==> config.mk <==
export PLATFORM = sky130hd
export DESIGN_NAME = requant_wb_packer
export DESIGN_NICKNAME = d
export VERILOG_FILES = /design/src/rtl/requant_wb_packer.sv
export SDC_FILE = /design/constraint.sdc
export NUM_CORES = 2
export LEC_CHECK = 0
export CAP_MARGIN = 20
export CORE_MARGIN = 5
export CORE_UTILIZATION = 40
export DETAILED_ROUTE_END_ITERATION = 8
export GPL_TIMING_DRIVEN = 0
export HOLD_SLACK_MARGIN = 0.1
export PLACE_DENSITY_LB_ADDON = 0.15
export SLEW_MARGIN = 15
export SYNTH_ARGS = -nofsm -noshare
export SYNTH_HDL_FRONTEND = slang
export SYNTH_SLANG_ARGS = --single-unit
export TNS_END_PERCENT = 20
==> constraint.sdc <==
create_clock -name CLK -period 28.3 [get_ports CLK]
set_input_delay 4.245 -clock CLK [delete_from_list [all_inputs] [get_ports CLK]]
set_output_delay 4.245 -clock CLK [all_outputs]
set_load 0.1 [all_outputs]
==> src/rtl/requant_wb_packer.sv <==
// requant_wb_packer
//   Packs PACK consecutive LANES x OUT_BITS requantizer vectors into one
//   memory word, queues the words (with address and slot mask) in a small
//   first-word-fall-through FIFO and drives a valid/ready write port toward
//   the activation SRAM. The upstream has no backpressure: a word that finds
//   the FIFO full is dropped and the sticky overflow flag is raised.
//
// Ports
//   CLK, RESET      clock, asynchronous active-high reset
//   start           begin a tile (accepted in IDLE only), latches cfg_*
//   cfg_base_addr   first word address of the tile
//   cfg_num_vec     number of input vectors in the tile (0 = empty tile)
//   in_q, in_valid  requantized vector and its valid strobe
//   wr_valid/ready  write handshake toward the SRAM
//   wr_addr         word address of the head FIFO entry
//   wr_data         packed word, slot 0 in the LSBs
//   wr_mask         per-slot write enable
//   busy            high while RUN or FLUSH
//   done            one-cycle tile-complete pulse
//   overflow        sticky: at least one packed word was dropped
module requant_wb_packer #(
    parameter int LANES      = 16,
    parameter int OUT_BITS   = 8,
    parameter int PACK       = 2,
    parameter int FIFO_DEPTH = 8,
    parameter int ADDR_BITS  = 16
) (
    input  logic                            CLK,
    input  logic                            RESET,
    input  logic                            start,
    input  logic [ADDR_BITS-1:0]            cfg_base_addr,
    input  logic [15:0]                     cfg_num_vec,
    input  logic [LANES*OUT_BITS-1:0]       in_q,
    input  logic                            in_valid,
    output logic                            wr_valid,
    input  logic                            wr_ready,
    output logic [ADDR_BITS-1:0]            wr_addr,
    output logic [PACK*LANES*OUT_BITS-1:0]  wr_data,
    output logic [PACK-1:0]                 wr_mask,
    output logic                            busy,
    output logic                            done,
    output logic                            overflow
);

    localparam int VW     = LANES * OUT_BITS;
    localparam int WW     = PACK * VW;
    localparam int SLOT_W = (PACK > 1) ? $clog2(PACK) : 1;
    localparam int PTR_W  = $clog2(FIFO_DEPTH);
    localparam int CNT_W  = PTR_W + 1;

    typedef enum logic [1:0] {S_IDLE, S_RUN, S_FLUSH, S_DONE} state_t;
    state_t state_q, state_d;

    logic [15:0]           num_vec_q;
    logic [15:0]           vec_cnt_q;
    logic [SLOT_W-1:0]     slot_cnt_q;
    logic [WW-1:0]         slots_q;
    logic [ADDR_BITS-1:0]  addr_q;

    logic [WW-1:0]         fifo_data [FIFO_DEPTH];
    logic [ADDR_BITS-1:0]  fifo_addr [FIFO_DEPTH];
    logic [PACK-1:0]       fifo_mask [FIFO_DEPTH];
    logic [PTR_W-1:0]      wr_ptr_q;
    logic [PTR_W-1:0]      rd_ptr_q;
    logic [CNT_W-1:0]      count_q;

    logic                  start_ok;
    logic                  accept;
    logic                  last_vec;
    logic                  slot_last;
    logic                  word_done;
    logic                  fifo_empty;
    logic                  pop;
    logic                  push;
    logic [WW-1:0]         push_data;
    logic [PACK-1:0]       push_mask;

    assign start_ok   = start && (state_q == S_IDLE);
    assign accept     = in_valid && (state_q == S_RUN);
    assign last_vec   = (vec_cnt_q == num_vec_q - 16'd1);
    assign slot_last  = (slot_cnt_q == SLOT_W'(PACK - 1));
    assign word_done  = accept && (slot_last || last_vec);
    assign fifo_empty = (count_q == '0);
    assign pop        = !fifo_empty && wr_ready;
    // A full FIFO still takes the word when the head leaves in the same cycle.
    assign push       = word_done && ((count_q != CNT_W'(FIFO_DEPTH)) || pop);

    // Current slot buffer with the incoming vector merged into its slot;
    // mask covers every slot up to and including the current one.
    always_comb begin
        push_data = slots_q;
        push_mask = '0;
        for (int unsigned i = 0; i < PACK; i++) begin
            if (SLOT_W'(i) == slot_cnt_q) begin
                push_data[i*VW +: VW] = in_q;
            end
            if (SLOT_W'(i) <= slot_cnt_q) begin
                push_mask[i] = 1'b1;
            end
        end
    end

    // FSM
    always_ff @(posedge CLK or posedge RESET) begin
        if (RESET) begin
            state_q <= S_IDLE;
        end else begin
            state_q <= state_d;
        end
    end

    always_comb begin
        state_d = state_q;
        busy    = 1'b0;
        done    = 1'b0;
        case (state_q)
            S_IDLE: begin
                if (start) begin
                    state_d = (cfg_num_vec == 16'd0) ? S_FLUSH : S_RUN;
                end
            end
            S_RUN: begin
                busy = 1'b1;
                if (accept && last_vec) begin
                    state_d = S_FLUSH;
                end
            end
            S_FLUSH: begin
                busy = 1'b1;
                if (fifo_empty) begin
                    state_d = S_DONE;
                end
            end
            S_DONE: begin
                done    = 1'b1;
                state_d = S_IDLE;
            end
            default: state_d = S_IDLE;
        endcase
    end

    // Packing counters and slot buffer. The address advances on every
    // completed word, dropped or not, so later words keep their addresses.
    always_ff @(posedge CLK or posedge RESET) begin
        if (RESET) begin
            num_vec_q  <= '0;
            vec_cnt_q  <= '0;
            slot_cnt_q <= '0;
            slots_q    <= '0;
            addr_q     <= '0;
            overflow   <= 1'b0;
        end else if (start_ok) begin
            num_vec_q  <= cfg_num_vec;
            vec_cnt_q  <= '0;
            slot_cnt_q <= '0;
            slots_q    <= '0;
            addr_q     <= cfg_base_addr;
            overflow   <= 1'b0;
        end else if (accept) begin
            vec_cnt_q <= vec_cnt_q + 16'd1;
            if (word_done) begin
                slot_cnt_q <= '0;
                slots_q    <= '0;
                addr_q     <= addr_q + ADDR_BITS'(1);
                if (!push) begin
                    overflow <= 1'b1;
                end
            end else begin
                slot_cnt_q <= slot_cnt_q + SLOT_W'(1);
                slots_q    <= push_data;
            end
        end
    end

    // FIFO pointers and occupancy
    always_ff @(posedge CLK or posedge RESET) begin
        if (RESET) begin
            wr_ptr_q <= '0;
            rd_ptr_q <= '0;
            count_q  <= '0;
        end else begin
            if (push) begin
                wr_ptr_q <= wr_ptr_q + PTR_W'(1);
            end
            if (pop) begin
                rd_ptr_q <= rd_ptr_q + PTR_W'(1);
            end
            if (push && !pop) begin
                count_q <= count_q + CNT_W'(1);
            end else if (!push && pop) begin
                count_q <= count_q - CNT_W'(1);
            end
        end
    end

    // FIFO storage (no reset; outputs are gated while empty)
    always_ff @(posedge CLK) begin
        if (push) begin
            fifo_data[wr_ptr_q] <= push_data;
            fifo_addr[wr_ptr_q] <= addr_q;
            fifo_mask[wr_ptr_q] <= push_mask;
        end
    end

    assign wr_valid = !fifo_empty;
    assign wr_addr  = fifo_empty ? '0 : fifo_addr[rd_ptr_q];
    assign wr_data  = fifo_empty ? '0 : fifo_data[rd_ptr_q];
    assign wr_mask  = fifo_empty ? '0 : fifo_mask[rd_ptr_q];

endmodule

==> impl_summary.txt <==
----------------------------------------------------
[Run status]
  Status ... finished clean

[Synthesis]
  Commonest cells post-synth ... sky130_fd_sc_hd__edfxtp_1, sky130_fd_sc_hd__mux4_2, sky130_fd_sc_hd__dfrtp_1
  Cells taking the most area after synthesis ... sky130_fd_sc_hd__edfxtp_1, sky130_fd_sc_hd__mux4_2, sky130_fd_sc_hd__dfrtp_1, sky130_fd_sc_hd__mux2_2, sky130_fd_sc_hd__mux2i_1
  Syn Std Cell Area ... 97,900 sq um
  Adder and majority gate portion of the synthesized area ... 0.187%
  Post-synth EDFFs ... 2,184
  Multiplexer area fraction after synthesis ... 18.4%
  Simple logic cell fraction of the synthesized area ... 2.94%
  Post-synthesis register bit count ... 2,502
  Main flop type after synthesis ... sky130_fd_sc_hd__edfxtp_1
  Part of the Yosys area used for sequential elements ... 75.1%
  Largest family of logic cells by synthesized area ... multiplexers
  Compound-gate portion of the synthesized area ... 1.77%
  Gate count after technology mapping ... approximately 4,700
  Yosys warning count ... 0
  Syn avg cell area ... 20.6 sq um
  Cell with the most instances after synthesis ... sky130_fd_sc_hd__edfxtp_1
  Synthesized-area fraction occupied by xor and xnor cells ... 0.358%
  Portion of synthesized cell area occupied by the leading cell type ... 67.0%
  Syn_nets ... 4,922
  Netlist cell types ... 53
  Async set-reset flop share out of synthesis ... 12.7%
  Leading area contributor after synthesis ... sky130_fd_sc_hd__edfxtp_1

[Final layout]
  Final standard cell utilization of the core ... 48.5%
  Number of cells in the finished layout apart from fillers ... a little over 9,000
  Area Overhead vs Synth ... 20.8%
  Share of cells above drive strength 1 ... between 20 and 25%
  Final net count ... 5,832

[Setup path]
  Critical register-to-register path endpoint ... fifo_data[4][71]
  Launch instance of the worst register-to-register path ... num_vec_q[0]
  Signal arrival time at the worst endpoint ... approximately 5.3 ns
  Start-to-end type of the worst setup path ... reg2out
  Worst R2R Path Depth ... 22
  Register-to-register path setup slack ... 22.62 ns
  Critical path data required time ... 24.05 ns
  Nature of the critical path startpoint ... register
  CP endpoint kind ... output port
  Maximum fanout count along the critical path ... 10

[Flow run]
  Max-cap violations ... 0

[CTS]
  CTS root buf ... sky130_fd_sc_hd__clkbuf_16
  CTS sink count ... about 2,500
  TritonCTS clock tree ... yes
  Latest clock arrival within the worst-skew pair ... 0.92 ns
  Level count of the clock H-tree ... 5
  Hold-fix buffers, CTS ... 0
  Post-CTS Resized ... 0
  Setup Fix Bufs, Post-CTS ... 0
  Clock buffers created by TritonCTS ... 284
  Clk slew on worst S/H paths ... 0.05 ns
  Number of buffers between clock root and the deepest sink ... 4

[GRT]
  Final global-route overflow total ... 0
  Antenna violations before repair ... 37
  Vias in the first global route ... 51,300
  Global-route total usage across every layer ... 20.3%
  Global-route wire length before repair ... 375,000 um
  Pin count of the biggest net entering global routing ... 82

[Route]
  Average wire length per cell after detail routing ... 28.7 um
  Total wirelength of the detailed-routed design ... 260,000 um
  Detailed-route vias per instance ... 5.46
  Total number of vias ... 49,500
  Length of the first detailed-routing pass in iterations ... 5
  Post-detailed-route DRC marker count ... 0
  Number of DRC markers after the initial detailed-route iteration ... 4,397
  Detail Route Antenna Nets ... 0

[STA]
  Final-layout worst hold slack ... 0.478 ns
  Clock tree skew after final layout ... 0.0648 ns
  Max-slew violations ... 0
  Final setup violating endpoints ... 0
  Min cycle time layout ... 9.53 ns
  Post-route fraction of the period consumed by the critical path ... around a third
  Pin slew with the least headroom to its limit ... 1.18 ns
  Normalized max-slew margin ... between 20% and 30%
  Setup slack after layout ... roughly 19 ns
  Highest achievable clock rate ... 105 MHz
  Unrepaired setup endpoints after global routing ... no
  Final Hold Violating Endpoints ... 0

[Placement]
  PortBufs ... 442
  HPWL after DPL ... 175,000 um
  Routability cong. ... about 0.74
  Setup WS pre-CTS ... 19.47 ns
  Placed Instances ... 8,552

[Floorplan]
  Die Outline Area ... around 250,000 sq um
  IO Count ... 443
  Die Span Y ... 505 um
  Die X ... 505 um
  Standard cell core area ... 243,000 sq um
  Number of rows in the core area ... 181
  Starting Density ... 40.2%

[Min path]
  HP Start ... slots_q[254]
  Type of the tightest min-delay check ... reg2reg
  Hold Path Stages ... 1
  Destination of the worst hold path ... slots_q[254]

----------------------------------------------------
logic make-up (layout without fill, tap and decap cells):
| group | Yosys count | after routing |
|---|---|---|
| AOI/OAI and AO/OA | 195 | 195 |
| xor gates and xnor gates | 40 | 40 |
| adders and majority gates | 14 | 14 |
| buffers and inverters | 301 | 1418 |
| DFF | 2502 | 2502 |
| muxes | 1082 | 1082 |
| other | 0 | 11 |
| and+or+nand+nor | 609 | 609 |
final cells by class:
class                           instances  area [sq um]
Clock inverter                         82           698
Timing Repair Buffer                  624          7560
Multi-Input combinational cell       1940         23200
Buffer                                290          1190
Tap cell                             3202          4010
Sequential cell                      2502         73500
Antenna cell                           11          27.5
Clock buffer                          411          7940
Fill cell                           20200        125000
Inverter                               11          48.8
stage by stage:
| stage | TNS, ns | instance area, sq um |
|---|---|---|
| finish | 0 | 118000 |
| global route | 0 | 118000 |
| CTS | 0 | 118000 |
| detailed placement | 0 | 109000 |
| global placement | - | 106000 |
| floorplan | -994.00 | 97900 |
worst max-delay path: stages (launching register included):
cell                              delay (ns)
sky130_fd_sc_hd__dfrtp_1                0.36
sky130_fd_sc_hd__clkbuf_1               0.37
sky130_fd_sc_hd__clkbuf_2               0.41
sky130_fd_sc_hd__buf_16                 0.20
sky130_fd_sc_hd__buf_1                  0.80
sky130_fd_sc_hd__mux4_2                 0.42
sky130_fd_sc_hd__mux2i_1                0.71
sky130_fd_sc_hd__nor2_1                 0.08
sky130_fd_sc_hd__clkdlybuf4s50_1        1.00
per-layer routing:
layer	up-vias	wire, um	track usage [%]
li1	21200	-	-
met1	26400	114000	29.1
met2	1526	123000	31.7
met3	413	15200	3.57
met4	4	8430	6.66
met5	-	25	0
placed cells by master (no fill, tap or decap), drive strengths merged, types with 71 or more instances in the layout:
cell / n
a32o: 129
and2: 130
buf: 308
clkbuf: 585
clkdlybuf4s50: 432
dfrtp: 318
edfxtp: 2184
mux2: 260
mux2i: 276
mux4: 546
nand2: 71
nor2: 315
sequential cells by signal, summed over array words and instances (netlist names), 4 cells and up:
| name | cells |
|---|---|
| fifo_data | 2048 |
| slots_q | 256 |
| fifo_addr | 128 |
| addr_q | 16 |
| num_vec_q | 16 |
| vec_cnt_q | 16 |
| fifo_mask | 8 |
| count_q | 4 |
worst max path at each step:
stage | startpoint | endpoint | slack (ns) | cells past startpoint
2_1_floorplan | wr_ready | fifo_addr[4][0] | -3.64 | 5
3_3_place_gp | wr_ready | fifo_data[4][73] | -36.75 | 6
3_5_place_dp | rd_ptr_q[0] | wr_data[15] | 19.47 | 8
4_1_cts | rd_ptr_q[0] | wr_data[15] | 18.49 | 8
5_1_grt | rd_ptr_q[0] | wr_data[145] | 18.46 | 7
6_report | rd_ptr_q[1] | wr_data[145] | 18.77 | 8
Power is not shown: default switching activity piles up to over one toggle a cycle in this logic, so the estimate is an artifact.
